[config.mk]
export PLATFORM = sky130hd
export DESIGN_NAME = enc_speed_ctrl
export DESIGN_NICKNAME = d
export VERILOG_FILES = /design/src/rtl/enc_ctrl_pkg.sv /design/src/rtl/enc_btn_press.sv /design/src/rtl/enc_speed_ctrl.sv
export SDC_FILE = /design/constraint.sdc
export NUM_CORES = 1
export LEC_CHECK = 0
export CAP_MARGIN = 20
export CORE_MARGIN = 10
export CORE_UTILIZATION = 65
export DETAILED_ROUTE_END_ITERATION = 16
export GPL_TIMING_DRIVEN = 0
export HOLD_SLACK_MARGIN = 0.08
export PLACE_DENSITY = 0.85
export SLEW_MARGIN = 20
export SYNTH_ARGS = -nofsm -noshare
export SYNTH_HDL_FRONTEND = slang
export SYNTH_HIERARCHICAL = 1
export SYNTH_SLANG_ARGS = --single-unit
export TNS_END_PERCENT = 100
[constraint.sdc]
create_clock -name clk -period 11.85 [get_ports clk]
set_clock_uncertainty 0.15 [all_clocks]
set_input_delay 3.555 -clock clk [delete_from_list [all_inputs] [get_ports clk]]
set_output_delay 3.555 -clock clk [all_outputs]
set_load 0.005 [all_outputs]
[src/rtl/enc_ctrl_pkg.sv]
`default_nettype none
// ============================================================================
// Module   : enc_ctrl_pkg
// Brief    : Shared types for the encoder speed-setpoint controller.
// Revision : 1.0
// ============================================================================
package enc_ctrl_pkg;

    typedef enum logic [1:0] {
        B_IDLE = 2'd0,
        B_HELD = 2'd1,
        B_LONG = 2'd2
    } btn_state_e;

    typedef enum logic {
        HS_IDLE  = 1'b0,
        HS_OFFER = 1'b1
    } hs_state_e;

    typedef enum logic [1:0] {
        EV_NONE  = 2'd0,
        EV_SHORT = 2'd1,
        EV_LONG  = 2'd2
    } btn_evt_e;

    // Bits needed to hold the values 0..n inclusive.
    function automatic int cnt_width(input int n);
        return (n < 2) ? 1 : $clog2(n + 1);
    endfunction

endpackage
`default_nettype wire

[src/rtl/enc_btn_press.sv]
`default_nettype none
// ============================================================================
// Module   : enc_btn_press
// Brief    : Pushbutton short/long press classifier with one-cycle event pulses.
// Revision : 1.0
// ============================================================================
module enc_btn_press
    import enc_ctrl_pkg::*;
#(
    parameter int LONG_PRESS_CYC = 100_000_000
) (
    input  logic clk,
    input  logic rst_n,
    input  logic i_btn,
    output logic o_short_p,
    output logic o_long_p
);

    localparam int               c_HW   = cnt_width(LONG_PRESS_CYC);
    localparam logic [c_HW-1:0]  c_LAST = c_HW'(LONG_PRESS_CYC - 1);

    btn_state_e      r_state;
    btn_state_e      w_next;
    btn_evt_e        w_evt;
    logic [c_HW-1:0] r_cnt;

    // Counter is held at zero outside B_HELD, so entering B_HELD starts from 0.
    always_ff @(posedge clk or negedge rst_n) begin
        if (!rst_n) begin
            r_state <= B_IDLE;
            r_cnt   <= '0;
        end else begin
            r_state <= w_next;
            if (r_state == B_HELD)
                r_cnt <= r_cnt + c_HW'(1);
            else
                r_cnt <= '0;
        end
    end

    always_comb begin
        w_next = r_state;
        w_evt  = EV_NONE;
        case (r_state)
            B_IDLE: begin
                if (i_btn)
                    w_next = B_HELD;
            end
            B_HELD: begin
                if (!i_btn) begin
                    w_evt  = EV_SHORT;
                    w_next = B_IDLE;
                end else if (r_cnt == c_LAST) begin
                    w_evt  = EV_LONG;
                    w_next = B_LONG;
                end
            end
            B_LONG: begin
                if (!i_btn)
                    w_next = B_IDLE;
            end
            default: w_next = B_IDLE;
        endcase
    end

    assign o_short_p = (w_evt == EV_SHORT);
    assign o_long_p  = (w_evt == EV_LONG);

endmodule
`default_nettype wire

[src/rtl/enc_speed_ctrl.sv]
`default_nettype none
// ============================================================================
// Module   : enc_speed_ctrl
// Brief    : Saturating speed setpoint from encoder steps, with coalescing
//            valid/ready update handshake.
// Revision : 1.0
// ============================================================================
module enc_speed_ctrl
    import enc_ctrl_pkg::*;
#(
    parameter int W              = 16,
    parameter int SP_MIN         = 0,
    parameter int SP_MAX         = 1000,
    parameter int SP_DEFAULT     = 0,
    parameter int STEP_FINE      = 1,
    parameter int STEP_COARSE    = 10,
    parameter int FAST_WIN_CYC   = 2_000_000,
    parameter int LONG_PRESS_CYC = 100_000_000
) (
    input  logic         clk,
    input  logic         rst_n,
    input  logic         step_p,
    input  logic         dir,
    input  logic         btn,
    output logic [W-1:0] setpoint,
    output logic         upd_valid,
    input  logic         upd_ready,
    output logic         coarse,
    output logic         at_limit
);

    localparam int                c_GW      = cnt_width(FAST_WIN_CYC);
    localparam logic [c_GW-1:0]   c_GAP_SAT = c_GW'(FAST_WIN_CYC);
    localparam logic [W-1:0]      c_MIN     = W'(SP_MIN);
    localparam logic [W-1:0]      c_MAX     = W'(SP_MAX);
    localparam logic [W-1:0]      c_DEF     = W'(SP_DEFAULT);
    localparam logic signed [W+1:0] c_MIN_S = (W+2)'(SP_MIN);
    localparam logic signed [W+1:0] c_MAX_S = (W+2)'(SP_MAX);
    localparam logic signed [W+1:0] c_FINE  = (W+2)'(STEP_FINE);
    localparam logic signed [W+1:0] c_COARSE = (W+2)'(STEP_COARSE);
    localparam logic              c_DEF_LIM = (SP_DEFAULT == SP_MIN) || (SP_DEFAULT == SP_MAX);

    logic                 w_short_p;
    logic                 w_long_p;
    logic [c_GW-1:0]      r_gap;
    logic [W-1:0]         r_sp;
    logic [W-1:0]         r_setpoint;
    logic                 r_coarse;
    logic                 r_at_limit;
    logic                 r_init_pend;
    hs_state_e            r_hs;
    hs_state_e            w_hs_next;
    logic                 w_load;
    logic                 w_valid;
    logic signed [W+1:0]  w_base;
    logic signed [W+1:0]  w_inc;
    logic signed [W+1:0]  w_cur;
    logic signed [W+1:0]  w_sum;
    logic [W-1:0]         w_sp_step;

    enc_btn_press #(
        .LONG_PRESS_CYC (LONG_PRESS_CYC)
    ) u_btn (
        .clk       (clk),
        .rst_n     (rst_n),
        .i_btn     (btn),
        .o_short_p (w_short_p),
        .o_long_p  (w_long_p)
    );

    // Two extra sign/headroom bits make under- and overflow visible before clamping.
    always_comb begin
        w_base = r_coarse ? c_COARSE : c_FINE;
        w_inc  = (r_gap < c_GAP_SAT) ? (w_base <<< 1) : w_base;
        w_cur  = $signed({2'b00, r_sp});
        w_sum  = dir ? (w_cur + w_inc) : (w_cur - w_inc);
        if (w_sum < c_MIN_S)
            w_sp_step = c_MIN;
        else if (w_sum > c_MAX_S)
            w_sp_step = c_MAX;
        else
            w_sp_step = w_sum[W-1:0];
    end

    always_ff @(posedge clk or negedge rst_n) begin
        if (!rst_n) begin
            r_gap      <= c_GAP_SAT;
            r_sp       <= c_DEF;
            r_coarse   <= 1'b0;
            r_at_limit <= c_DEF_LIM;
        end else begin
            if (step_p)
                r_gap <= '0;
            else if (r_gap < c_GAP_SAT)
                r_gap <= r_gap + c_GW'(1);

            // Long press takes priority over a coincident step.
            if (w_long_p)
                r_sp <= c_DEF;
            else if (step_p)
                r_sp <= w_sp_step;

            if (w_short_p)
                r_coarse <= ~r_coarse;

            r_at_limit <= (r_sp == c_MIN) || (r_sp == c_MAX);
        end
    end

    assign w_valid = (r_hs == HS_OFFER);

    always_comb begin
        w_hs_next = r_hs;
        w_load    = 1'b0;
        if ((!w_valid || upd_ready) && ((r_sp != r_setpoint) || r_init_pend)) begin
            w_load    = 1'b1;
            w_hs_next = HS_OFFER;
        end else if (upd_ready) begin
            w_hs_next = HS_IDLE;
        end
    end

    always_ff @(posedge clk or negedge rst_n) begin
        if (!rst_n) begin
            r_hs        <= HS_IDLE;
            r_setpoint  <= c_DEF;
            r_init_pend <= 1'b1;
        end else begin
            r_hs <= w_hs_next;
            if (w_load) begin
                r_setpoint  <= r_sp;
                r_init_pend <= 1'b0;
            end
        end
    end

    assign setpoint  = r_setpoint;
    assign upd_valid = w_valid;
    assign coarse    = r_coarse;
    assign at_limit  = r_at_limit;

endmodule
`default_nettype wire
== Word-level counts from Yosys, hierarchy flattened ==
Index checks and enable logic that the tools add are counted.
Storage, ports and cells
  bits in registers: 86
  bits in latches: 0
  memory bits (writable): 0
  ROM bits: 0
  bits of input ports: 6
  output and inout port bits: 19
  word-level logic and storage cells: 59
  memories: 0
Cells by class
  add/sub/neg operators: 4
  multiply operators: 0
  divide/modulo/power cells: 0
  $lt $le $gt $ge: 3
  eq/ne operators: 10
  shifts and indexed selects: 0
  mux-type cells: 21
  bitwise operators: 1
  reduce and logical (&&, ||, !) cells: 11
Operators with widths (number)
  2-to-1 mux 16 bit: 4
  2-to-1 mux 21 bit: 2
  adder 27 x 1 -> 27 bit (second input constant): 1
  equality test 27 bit (second input constant): 1
  2-to-1 mux 27 bit: 1
  adder 21 x 1 -> 21 bit (second input constant): 1
  less-than comparator 21 bit (second input constant): 1
  greater-than comparator 18 x 11 -> 1 bit (second input constant): 1
  less-than comparator 18 x 1 -> 1 bit (second input constant): 1
  2-to-1 mux 18 bit: 1
  adder 16 x 5 -> 17 bit: 1
  subtractor 16 x 5 -> 17 bit: 1
  equality test 16 x 10 -> 1 bit (second input constant): 1
  zero test 16 bit: 1
  != test 16 bit: 1
  2-to-1 mux 2 bit: 7
  case mux 2 bit (3 select lines): 1
  nonzero test 2 bit: 3
  2-to-1 mux 5 bit: 1
  equality test 2 x 1 -> 1 bit (second input constant): 2
  equality test 2 bit (second input constant): 2
  2-to-1 mux 4 bit: 1
  != test 2 bit (second input constant): 2
  logical OR 1 bit: 3
  other kinds (7): 9

== Logic depth before layout (Yosys ltp) ==
  depth after elaboration: 9
  gate-level depth with buffers: 16

== Hierarchy ==
Netlist, hierarchy kept.
By module, submodules not included
  enc_speed_ctrl: times used 1, cells an instance 398, area an instance 3703.6 um2
  enc_btn_press: times used 1, cells an instance 154, area an instance 1532.7 um2

== Worst setup path before layout ==
OpenSTA, ideal clock, no wires.
  path type: input to register
  from: input port dir
  to: register r_sp[3]
  data arrival time: 5.558 ns
  slack: 6.013 ns
  cell stages on the path: 7
  cells stage by stage: or3_1 > or2_4 > or4_4 > and3_4 > nor4b_4 > nand3_2 > o41a_1
Between the ends
  longest elaborated chain between the ends: 6
  elaborated cells on any way between the ends: 7
  those cells by class: 2 x order compare; 5 x mux
RTL lines
  from (decl): line enc_speed_ctrl.sv:23  | input logic dir,
  2-to-1 mux 18 bit (*): line enc_speed_ctrl.sv:76  | w_sum = dir ? (w_cur + w_inc) : (w_cur - w_inc);
  greater-than comparator 18 x 11 -> 1 bit: line enc_speed_ctrl.sv:79  | else if (w_sum > c_MAX_S)
  2-to-1 mux 16 bit: line enc_speed_ctrl.sv:79
  2-to-1 mux 16 bit (*): line enc_speed_ctrl.sv:77  | if (w_sum < c_MIN_S)
  2-to-1 mux 16 bit (*): line enc_speed_ctrl.sv:100  | else if (step_p)
  2-to-1 mux 16 bit (*): line enc_speed_ctrl.sv:98  | if (w_long_p)
  to (signal assigned): line enc_speed_ctrl.sv:101  | r_sp <= w_sp_step;
  to (decl): line enc_speed_ctrl.sv:46  | logic [W-1:0] r_sp;
Mark *: on every way between the ends. The rest lies on a longest branch, timed or not. The select of a mux whose other input is x is not followed.
A chain may end at the register's enable or synchronous reset.

== Worst setup path in the final report ==
  from: input port dir
  to: register r_sp[0]
Same word-level chain as after synthesis.

==> impl_metrics.json <==
{
  "multi_input_area_um2": 2850,
  "drive_gt1_frac": 0.111,
  "max_freq_mhz": 157,
  "cp_max_fo": 7,
  "num_antenna_cells": 0,
  "dieArea_um2": 12000,
  "worstHoldStart": "r_init_pend",
  "area_growth_pct": 12.1,
  "peakVddDrop_uv": 86.6,
  "synthFlopType": "dfrtp_1",
  "worst_ep_arrival_time_ns": 6.42,
  "outcome": "finished clean",
  "period_share": 0.536,
  "die_w_um": 110,
  "cp-end-kind": "flop",
  "grt_max_degree": 45,
  "htreeDepth": 3,
  "finalMaxSlewViolations": 0,
  "reg2reg_slack_ns": 6.64,
  "yosysWarnings": 6,
  "post-cts-setup-buffer-count": 0,
  "cts_sinks": 86,
  "setup_slack_ns": 5.50,
  "setup_tns_ns": 0,
  "grt_pass1_vias": 4332,
  "syn_area_per_cell_um2": 9.49,
  "hold_ws_ns": 0.354,
  "drt-vias-per-instance": 6.31,
  "grt_overflow": 0,
  "num_vias": 4382,
  "wl_per_cell_um": 17.5,
  "place_ws_ns": 5.25,
  "netlist_top_cells_area": "dfrtp_1 37%, xor2_1 5.7%, dfstp_2 4.5%, ha_1 3.8%, nor2_1 3.7%",
  "synth_seq_area_share": 0.413,
  "leakagePower_nw": 2.49,
  "cp-startpoint": "dir",
  "r2r-end": "r_sp[0]",
  "place.gp.congestion": 0.970,
  "fin_nets": 611,
  "final_util": 0.755,
  "fillers": 553,
  "reg2regPathDepth": 15,
  "synth_nets": 576,
  "period_needed_ns": 6.35,
  "ctsResizeCount": 0,
  "cap_violations": 0,
  "antenna_left": 0,
  "dpl.hpwl_um": 8710,
  "setup_viol_count_final": 0,
  "seq_area_um2": 2160,
  "endpoint": "r_sp[0]",
  "r2r_start": "r_gap[9]",
  "path_class": "input pin to flop",
  "dieHeight_um": 110,
  "ys_types": 70,
  "io_buffers": 23,
  "netlist_area_um2": 5240,
  "cts_tree": "done",
  "yosys.area.top_type": "dfrtp_1",
  "relSlewSlack": 0.369,
  "power.total_mw": 1.05,
  "start_util": 0.674,
  "io_pins": 25,
  "hp-class": "flop to flop",
  "worstSkewPairLatency_ns": 0.37,
  "synth-seq-cells": 86,
  "drcViolationCount": 0,
  "hold_violations": 0,
  "postSynthCellCount": 552,
  "yosys-top-cells-count": "77 x dfrtp_1, 51 x nor2_1, 34 x xor2_1, 33 x nand2_1, 29 x a21oi_1",
  "dr.pass1.iters": 5,
  "core_um2": 7770,
  "root_buffer": "clkbuf_8",
  "worst_pin_slew_ns": 0.939,
  "antenna_found_initial": 0,
  "synth_edf_count": 0,
  "grt_pass1_wl_um": 20700,
  "synth.top_cell.area_share": 0.368,
  "cts.path.max_buffers": 2,
  "postRouteWirelength_um": 12200,
  "synth.most_common_cell": "dfrtp_1",
  "postCtsHoldBufs": 0,
  "clkTransAtPathRegs_ns": 0.10,
  "grt_use_total": 0.214,
  "rows": 32,
  "drtIter0Drc": 257,
  "required_ns": 11.92,
  "cts_inserted_buffers": 9,
  "grt_setup_unrepaired": "no",
  "async_flop_share": 1.00,
  "critPathLaunchType": "input pin",
  "powerDensity_nw_per_um2": 180
}
[logic make-up (layout without fill, tap and decap cells)]
group / Yosys count / after routing / share of synthesized area
and+or+nand+nor: 230 / 230 / 0.252
AOI/OAI and AO/OA: 106 / 106 / 0.135
DFF: 86 / 86 / 0.413
buffers and inverters: 50 / 90 / 0.0437
xor gates and xnor gates: 47 / 47 / 0.0786
adders and majority gates: 18 / 18 / 0.0459
muxes: 15 / 15 / 0.0320
[cells in the final DEF, fill, tap and decap left out, types with 5 or more instances in the layout]
cell             instances
dfrtp_1                 77
nor2_1                  51
xor2_1                  34
nand2_1                 33
a21oi_1                 29
clkdlybuf4s50_1         22
clkbuf_1                21
inv_1                   21
o21ai_0                 21
nand4_1                 21
nand3_1                 20
ha_1                    16
or4_1                   14
mux2_2                  14
xnor2_1                 13
o31ai_1                 12
or3_1                   12
and3_1                  11
nor3_1                  11
clkbuf_8                10
and2_1                   9
dfstp_2                  9
nor2b_1                  8
nor4_1                   6
and4_1                   6
o21a_1                   6
a31oi_1                  5
[report_power, final]
| group | switching, mW | total, mW | internal (mW) | leakage (nW) |
|---|---|---|---|---|
| sequential | 0.0445 | 0.375 | 0.330 | 1.12 |
| combinational | 0.233 | 0.418 | 0.185 | 1.24 |
| clock | 0.118 | 0.261 | 0.143 | 0.122 |
[critical path, stage by stage]
cell,delay (ns)
clkdlybuf4s50_1,0.50
a211oi_1,0.74
nand2_1,0.21
o22ai_1,0.28
o221ai_1,0.19
nor4_1,0.77
o31ai_1,0.18
[sequential cells by signal, summed over array words and instances, names as in the netlist]
signal	cells
r_gap	21
r_sp	16
u_btn/r_state	2
u_btn/r_cnt	27
coarse	1
r_init_pend	1
setpoint	16
at_limit	1
upd_valid	1
[area by class of cell]
type | count | share of cell area
Buffer | 29 | 0.0256
Timing Repair Buffer | 24 | 0.0422
Multi-Input combinational cell | 416 | 0.486
Sequential cell | 86 | 0.369
Inverter | 21 | 0.0134
Tap cell | 102 | 0.0217
Clock inverter | 7 | 0.0215
Clock buffer | 9 | 0.0211
[per-layer routing]
| layer | GRT usage | share of wire | vias up |
|---|---|---|---|
| met5 | 0 | 0 | - |
| met4 | 0.0929 | 0.026 | 0 |
| met3 | 0.0404 | 0.045 | 24 |
| met2 | 0.361 | 0.50 | 112 |
| met1 | 0.262 | 0.43 | 2175 |
| li1 | - | - | 2071 |
[stage by stage]
stage | instance area (um2) | cells
6_report | 5870 | 694
5_1_grt | 5870 | 694
4_1_cts | 5870 | 694
3_5_place_dp | 5620 | 678
3_3_place_gp | 5590 | 677
2_1_floorplan | 5240 | 552
[how the worst min path moves through the flow]
| stage | endpoint | slack [ns] | cells after the start |
|---|---|---|---|
| after floorplan | u_btn/r_cnt[0] | 0.30 | 1 |
| after global placement | u_btn/r_cnt[0] | 0.32 | 1 |
| after detailed placement | u_btn/r_cnt[0] | 0.33 | 1 |
| after CTS | r_init_pend | 0.36 | 1 |
| after global routing | r_init_pend | 0.38 | 1 |
| final | r_init_pend | 0.35 | 1 |
No activity file was read; power rests on OpenSTA's default activity.
